$ cat src/rtl/dpath_bus_arbiter.sv
// Round-robin arbiter for one shared datapath bus with four requesters.
// Grants one owner at a time, bounds hold time under contention, and inserts a turnaround cycle between owners.
module dpath_bus_arbiter #(
    parameter int N        = 32,
    parameter int MAX_HOLD = 8,
    parameter int d_Y      = 1
) (
    input  logic         CLK,
    input  logic         RESET,
    input  logic [3:0]   REQ,
    input  logic [N-1:0] IN0,
    input  logic [N-1:0] IN1,
    input  logic [N-1:0] IN2,
    input  logic [N-1:0] IN3,
    output logic [3:0]   GNT,
    output logic [1:0]   OWNER,
    output logic         BUS_EN,
    output logic [N-1:0] Y,
    output logic         Y_VALID,
    output logic         BUSY
);

    typedef enum logic [1:0] {
        IDLE = 2'd0,
        OWN  = 2'd1,
        TURN = 2'd2
    } state_t;

    localparam logic [7:0] HOLD_MAX = 8'(MAX_HOLD);

    // Output delay is simulation-only; nothing in the logic depends on it.
    logic unused_dy;
    assign unused_dy = (d_Y != 0);

    state_t       state_q, state_d;
    logic [1:0]   ptr_q, ptr_d;
    logic [1:0]   o_q, o_d;
    logic [7:0]   hcnt_q, hcnt_d;
    logic [3:0]   gnt_d;
    logic [1:0]   owner_d;
    logic [N-1:0] y_d;
    logic         y_valid_d;

    logic [N-1:0] in_sel;
    logic         found;
    logic [1:0]   pick;
    logic [1:0]   idx;
    logic         others;
    logic         release_own;

    always_comb begin
        case (o_q)
            2'd0:    in_sel = IN0;
            2'd1:    in_sel = IN1;
            2'd2:    in_sel = IN2;
            default: in_sel = IN3;
        endcase
    end

    // Scan from the far end back toward ptr so the closest requester wins.
    always_comb begin
        found = 1'b0;
        pick  = ptr_q;
        idx   = ptr_q;
        for (int k = 3; k >= 0; k--) begin
            idx = ptr_q + 2'(k);
            if (REQ[idx]) begin
                found = 1'b1;
                pick  = idx;
            end
        end
    end

    assign others      = |(REQ & ~(4'b0001 << o_q));
    assign release_own = !REQ[o_q] || ((hcnt_q == HOLD_MAX) && others);

    always_comb begin
        state_d   = state_q;
        ptr_d     = ptr_q;
        o_d       = o_q;
        hcnt_d    = hcnt_q;
        gnt_d     = GNT;
        owner_d   = OWNER;
        y_d       = Y;
        y_valid_d = 1'b0;
        case (state_q)
            IDLE, TURN: begin
                if (found) begin
                    state_d = OWN;
                    o_d     = pick;
                    owner_d = pick;
                    gnt_d   = 4'b0001 << pick;
                    hcnt_d  = 8'd1;
                end else begin
                    state_d = IDLE;
                    owner_d = 2'd0;
                    gnt_d   = 4'b0000;
                end
            end
            OWN: begin
                y_valid_d = REQ[o_q];
                if (REQ[o_q]) begin
                    y_d = in_sel;
                end
                if (release_own) begin
                    state_d = TURN;
                    gnt_d   = 4'b0000;
                    owner_d = 2'd0;
                    ptr_d   = o_q + 2'd1;
                end else if (hcnt_q != HOLD_MAX) begin
                    hcnt_d = hcnt_q + 8'd1;
                end
            end
            default: begin
                state_d = IDLE;
                owner_d = 2'd0;
                gnt_d   = 4'b0000;
            end
        endcase
    end

    always_ff @(posedge CLK) begin
        if (RESET) begin
            state_q <= IDLE;
            ptr_q   <= 2'd0;
            o_q     <= 2'd0;
            hcnt_q  <= 8'd0;
            GNT     <= 4'b0000;
            OWNER   <= 2'd0;
            BUS_EN  <= 1'b0;
            Y       <= '0;
            Y_VALID <= 1'b0;
            BUSY    <= 1'b0;
        end else begin
            state_q <= state_d;
            ptr_q   <= ptr_d;
            o_q     <= o_d;
            hcnt_q  <= hcnt_d;
            GNT     <= gnt_d;
            OWNER   <= owner_d;
            BUS_EN  <= |gnt_d;
            Y       <= y_d;
            Y_VALID <= y_valid_d;
            BUSY    <= (state_d != IDLE);
        end
    end

endmodule

$ cat config.mk
export PLATFORM = sky130hd
export DESIGN_NAME = dpath_bus_arbiter
export DESIGN_NICKNAME = d
export VERILOG_FILES = /design/src/rtl/dpath_bus_arbiter.sv
export SDC_FILE = /design/constraint.sdc
export NUM_CORES = 1
export LEC_CHECK = 0
export CAP_MARGIN = 20
export CORE_MARGIN = 4
export CORE_UTILIZATION = 30
export DETAILED_ROUTE_END_ITERATION = 7
export PLACE_DENSITY = 0.66
export SKIP_LAST_GASP = 1
export SYNTH_ARGS = -nofsm -noshare
export SYNTH_HDL_FRONTEND = slang
export SYNTH_SLANG_ARGS = --single-unit
$ cat constraint.sdc
create_clock -name CLK -period 2.8 [get_ports CLK]
set_input_delay 0.56 -clock CLK [delete_from_list [all_inputs] [get_ports CLK]]
set_output_delay 0.56 -clock CLK [all_outputs]
set_load 0.01 [all_outputs]
; After elaboration in Yosys (flattened, before gate mapping)
; Index checks and enable logic that the tools add are counted.
; Widths: inputs -> output; s select.
[word_totals]
inputBits = 134
regBits = 55
elab_cells = 82
[classes]
mux = 32
n_reduce_logical = 15
add_sub_neg = 5
magnitude_cmp = 5
n_eq_ne = 10
bitwise_logic = 3
shift = 2
[op_table]
columns = cell, count
row1 = $pmux 32 s3, 1
row2 = $mux 8, 3
row3 = $pmux 8 s2, 1
row4 = $lt 2x3->1 const B, 5
row5 = $mux 2, 7
row6 = $bmux 1 s2, 5
row7 = $mux 1, 10
row8 = $add 8x1->8 const B, 1
row9 = $eq 8x4->1 const B, 1
row10 = $mux 4, 2
row11 = $ne 2x2->1 const B, 4
row12 = $ne 8x4->1 const B, 1
row13 = $pmux 2 s2, 2
row14 = $pmux 4 s2, 1
row15 = $reduce_or 4->1, 2
row16 = $shl 1x2->4 const A, 2
row17 = $reduce_and 2->1, 3
row18 = $add 2x1->2 const B, 2
row19 = $add 2x2->2 const B, 2
row20 = $and 4x4->4, 1
row21 = $eq 2x1->1 const B, 2
row22 = $eq 2x2->1 const B, 2
row23 = $logic_not 2->1, 2
row24 = $not 4->4, 1
row25 = 7 further kinds, 9

; Logic depth before layout (Yosys ltp)
[logic_depth]
ltp_word = 11
ltp_mapped = 8
ltp_nobuf = 7

; Worst setup path before layout
; OpenSTA, ideal clock, no wires.
[synth_timing]
path_kind = flip-flop to flip-flop
start = reg o_q[0]
end = reg hcnt_q[1]
path_stages_with_launch = 9
setup_slack_ns = 0.685
setup_ns = 0.087
path_buffers = 1
arrival_ns = 2.028
period_less_slack_ns = 2.115
cell_sequence = dfxtp_1 > inv_1 > ha_1 > clkbuf_1 > nand2b_1 > o2111ai_1 > a221o_1 > or4_1 > o31ai_1
[synth_between]
elab_chain_cells = 8
elab_cells_between_ends = 11
[synth_rtl]
columns = element, line
row1 = start: declaration, 37  ; logic [1:0] o_q, o_d;
row2 = start signal: assignment, 126  ; o_q <= 2'd0;
row3 = start signal: assignment, 137  ; o_q <= o_d;
row4 = $shl 1x2->4, 74  ; assign others = |(REQ & ~(4'b0001 << o_q));
row5 = $not 4->4, 74
row6 = $and 4x4->4, 74
row7 = $reduce_or 4->1, 74
row8 = $logic_and 1x1->1, 75  ; assign release_own = !REQ[o_q] || ((hcnt_q == HOLD_MAX) && others);
row9 = $logic_or 1x1->1 *, 75
row10 = $ne 2x2->1 (no line) *, --
row11 = $reduce_and 4->1 (no line) *, --
row12 = end signal: assignment, 138  ; hcnt_q <= hcnt_d;
row13 = end: declaration, 38  ; logic [7:0] hcnt_q, hcnt_d;
; Every way passes the cells marked *; elsewhere a longest branch is shown, timed or not. The select of a mux whose other input is x is not followed.
; A chain may end at the register's enable or synchronous reset.

; Worst setup path after layout
[layout_timing]
start = reg hcnt_q[0]
end = reg BUS_EN
[layout_between]
elab_chain_cells = 6
[layout_rtl]
columns = element, line
row1 = $eq 8x4->1, 75
row2 = $logic_and 1x1->1, 75
row3 = $logic_or 1x1->1, 75
row4 = $mux 4, 105  ; if (release_own) begin
row5 = $pmux 4 s2, 86  ; case (state_q)
row6 = $reduce_or 4->1, 141  ; BUS_EN <= |gnt_d;
row7 = end signal: assignment, 141
row8 = end: declaration, 17  ; output logic BUS_EN,
; No other way between the ends.

==> out/results.ini <==
[status]
status = completed

[clock_network]
cts_buffer_depth = 2
cts_sinks = 55
cts_buffers = 5
postCtsSetupBuffers = 0
cts_tree = yes
clock-root-buffer = clkbuf_8
clock_latency_ns = 0.29
post_cts_resized = 0
clk_pin_slew_ns = 0.10
hold_buffers = 0
htreeDepth = 2

[yosys]
yosys_register_bits = 55
ys.warnings.count = 0
syn_inst = 357
syn-num-nets = 497
synth_area_sq_um = 3020
yosysUniqueCellTypes = 43
synth_top_area_share_pct = 36.5
synth.area.top_cells = dfxtp_1 (36%), mux2i_1 (11%), a222oi_1 (11%), nor2_1 (6.3%), o21ai_0 (6.3%)
yosysSeqAreaShare_pct = 36.5
synth_top_cell_by_area = dfxtp_1
syn_area_per_cell_sq_um = 8.46

[routing]
ant_nets = 0
dr_total_vias = 3318
drt_first_pass_iters = 6
wl_per_cell_um = 15.8
drc = 0
drt_first_iter_violations = 242
post_drt_via_cell_ratio = 5.09
finalWirelength_um = 10300

[worst_hold_path]
holdPathStages = 2
hold_path.class = register to register
min_from = OWNER[1]

[cells_and_area]
diodes = 0
final_layout_size_suffix_gt1_share_pct = 4.82
multi_input_area_sq_um = 1800
seq_area_sq_um = 1100
fillers = 947
syn2layout_area_growth_pct = 66.1
utilization_pct = 51.3
fin_nets = 658

[worst_setup_path]
cp.required_ns = 2.99
criticalPathCategory = register to register
critPathCapture = BUS_EN
crit_path_end_kind = register
r2r_cells = 7
r2r_end = BUS_EN
worstSetupStartpointType = register
crit_start = hcnt_q[0]
rrSetupSlack_ns = 0.50
reg2reg_from = hcnt_q[0]
crit_path_max_fanout = 8
worstPathArrival_ns = 2.49

[sta]
slew_headroom_pct = 43.8
setup_ws_ns = 0.497
fmax_mhz = 434
fin_crit_ns = 2.30
setup_viol = 0
hold_viol = 0
tightestPinTransition_ns = 0.843
fin_crit_sh_pct = 82.3
rsz0062_at_grt = false
fin_tns_setup_ns = 0
slew_violations = 0
skew_ns = 0.00414

[power_and_ir_drop]
leakagePower_uw = 0.00182
power.density_nw_per_um2 = 425
ir_drop_uv = 312

[global_route]
grt_overflow_total = 0
grt_usage_pct = 17.2
grt_pass1_wl_um = 16100
antenna_found_initial = 0
first_global_vias = 3289
grt_max_degree = 65

[floorplan]
die_h_um = 108
die-area_sq_um = 11700
rows = 36
io-pin-count = 175
die_w_um = 108
initial_utilization_pct = 30.9
core_area_sq_um = 9770

[placement]
hpwlAfterDp_um = 8040
io_buffers = 174
gp_congestion = 0.784
post-place-ws_ns = 0.268

[flow_run]
maxCapViolations = 0

-- worst max-delay path, stage by stage, from the launching register on --
cell      delay [ns]
dfxtp_1         0.34
inv_1           0.13
ha_1            0.17
or4b_4          0.47
nor4b_4         0.36
a21boi_1        0.27
a221oi_1        0.33
a21oi_1         0.11
-- metrics by stage --
stage / total power, uW / cells / instance area (sq um) / hold slack [ns]
4_1_cts: 2150 / 652 / 5010 / 0.489
5_1_grt: 2250 / 652 / 5010 / 0.516
3_3_place_gp: 1590 / 644 / 4890 / 0.468
3_5_place_dp: 1600 / 644 / 4890 / 0.474
6_report: 2130 / 652 / 5010 / 0.480
2_1_floorplan: 1220 / 357 / 3020 / 0.467
-- area by class of cell --
class | count | share of cell area [%]
clock buffers | 6 | 1.65
clock inverters | 2 | 0.773
inverters | 8 | 0.599
multi-input cells | 266 | 35.9
flip-flops and latches | 55 | 22.0
well taps | 133 | 3.32
repair buffers | 182 | 35.8
-- worst min path at each step --
stage                     endpoint  slack, ns
after global routing      OWNER[1]       0.52
final                     OWNER[1]       0.48
after floorplan           ptr_q[0]       0.47
after detailed placement  OWNER[1]       0.47
after CTS                 OWNER[1]       0.49
after global placement    OWNER[1]       0.47
-- state kept, by name, summed over array words and instances, names as in the netlist --
name and flops:
ptr_q 2, BUS_EN 1, state_q 2, OWNER 2, hcnt_q 8, Y_VALID 1
o_q 2, Y 32, GNT 4, BUSY 1
-- logic make-up (layout without fill, tap and decap cells) --
group / after synthesis / count (layout) / share of synthesized area [%]
compound gates: 104 / 104 / 25.4
fa+ha+maj: 6 / 6 / 2.49
mux: 36 / 36 / 12.1
xor+xnor: 5 / 5 / 1.45
buf+inv: 36 / 198 / 4.64
flops: 55 / 55 / 36.5
simple gates: 115 / 115 / 17.4
-- cell usage in the layout, fill, tap and decap left out, types with 2 or more instances in the layout --
cell type        synthesis  routed
dfxtp_1                 55      55
buf_4                    0       8
o21ai_0                 38      38
nand2b_1                 6       6
a221oi_2                 2       2
ha_1                     6       5
nor3b_1                  2       2
inv_1                    8       8
clkdlybuf4s50_1          0     173
a22oi_1                  4       4
o2111ai_1                3       3
a222oi_1                32      32
o31ai_1                  2       2
nor2_1                  51      51
or3_1                    2       2
nand4_1                  2       2
a21o_1                   3       3
clkbuf_8                 0       6
xor2_1                   5       5
nand2_1                 37      37
mux2i_1                 34      34
a21oi_1                  9       9
nor2b_1                  5       5
nand3_1                  3       3
-- power breakdown --
| group | total (uW) | switching [uW] | internal (uW) |
|---|---|---|---|
| combinational | 704 | 302 | 402 |
| sequential | 878 | 39.3 | 839 |
| clock | 550 | 255 | 295 |
-- Yosys cell counts --
| library cell | n |
|---|---|
| a211oi_1 | 1 |
| a21boi_0 | 1 |
| a21boi_1 | 1 |
| a21o_1 | 3 |
| a21oi_1 | 9 |
| a221o_1 | 1 |
| a221oi_1 | 1 |
| a221oi_2 | 2 |
| a222oi_1 | 32 |
| a22oi_1 | 4 |
| a31oi_1 | 1 |
| and3_1 | 1 |
| and4_1 | 1 |
| buf_2 | 4 |
| clkbuf_1 | 24 |
| dfxtp_1 | 55 |
| ha_1 | 6 |
| inv_1 | 8 |
| mux2_2 | 1 |
| mux2_4 | 1 |
| mux2i_1 | 34 |
| nand2_1 | 37 |
| nand2b_1 | 6 |
| nand3_1 | 3 |
| nand3b_1 | 1 |
| nand4_1 | 2 |
| nor2_1 | 51 |
| nor2b_1 | 5 |
| nor3_1 | 1 |
| nor3b_1 | 2 |
| nor4b_4 | 1 |
| o2111ai_1 | 3 |
| o21a_1 | 1 |
| o21ai_0 | 38 |
| o21bai_1 | 1 |
| o22ai_1 | 1 |
| o2bb2ai_1 | 1 |
| o31a_1 | 1 |
| o31ai_1 | 2 |
| or3_1 | 2 |
| or4_1 | 1 |
| or4b_4 | 1 |
| xor2_1 | 5 |
-- per-layer routing --
| layer | global-route usage [%] | vias to the layer above | share of wire, % |
|---|---|---|---|
| met5 | 0 | - | 0 |
| met4 | 3.43 | 0 | 1.1 |
| met3 | 5.97 | 8 | 9.3 |
| met2 | 31.8 | 130 | 52 |
| met1 | 18.9 | 1532 | 37 |
| li1 | - | 1648 | - |
Power figures use the tool's default switching activity.
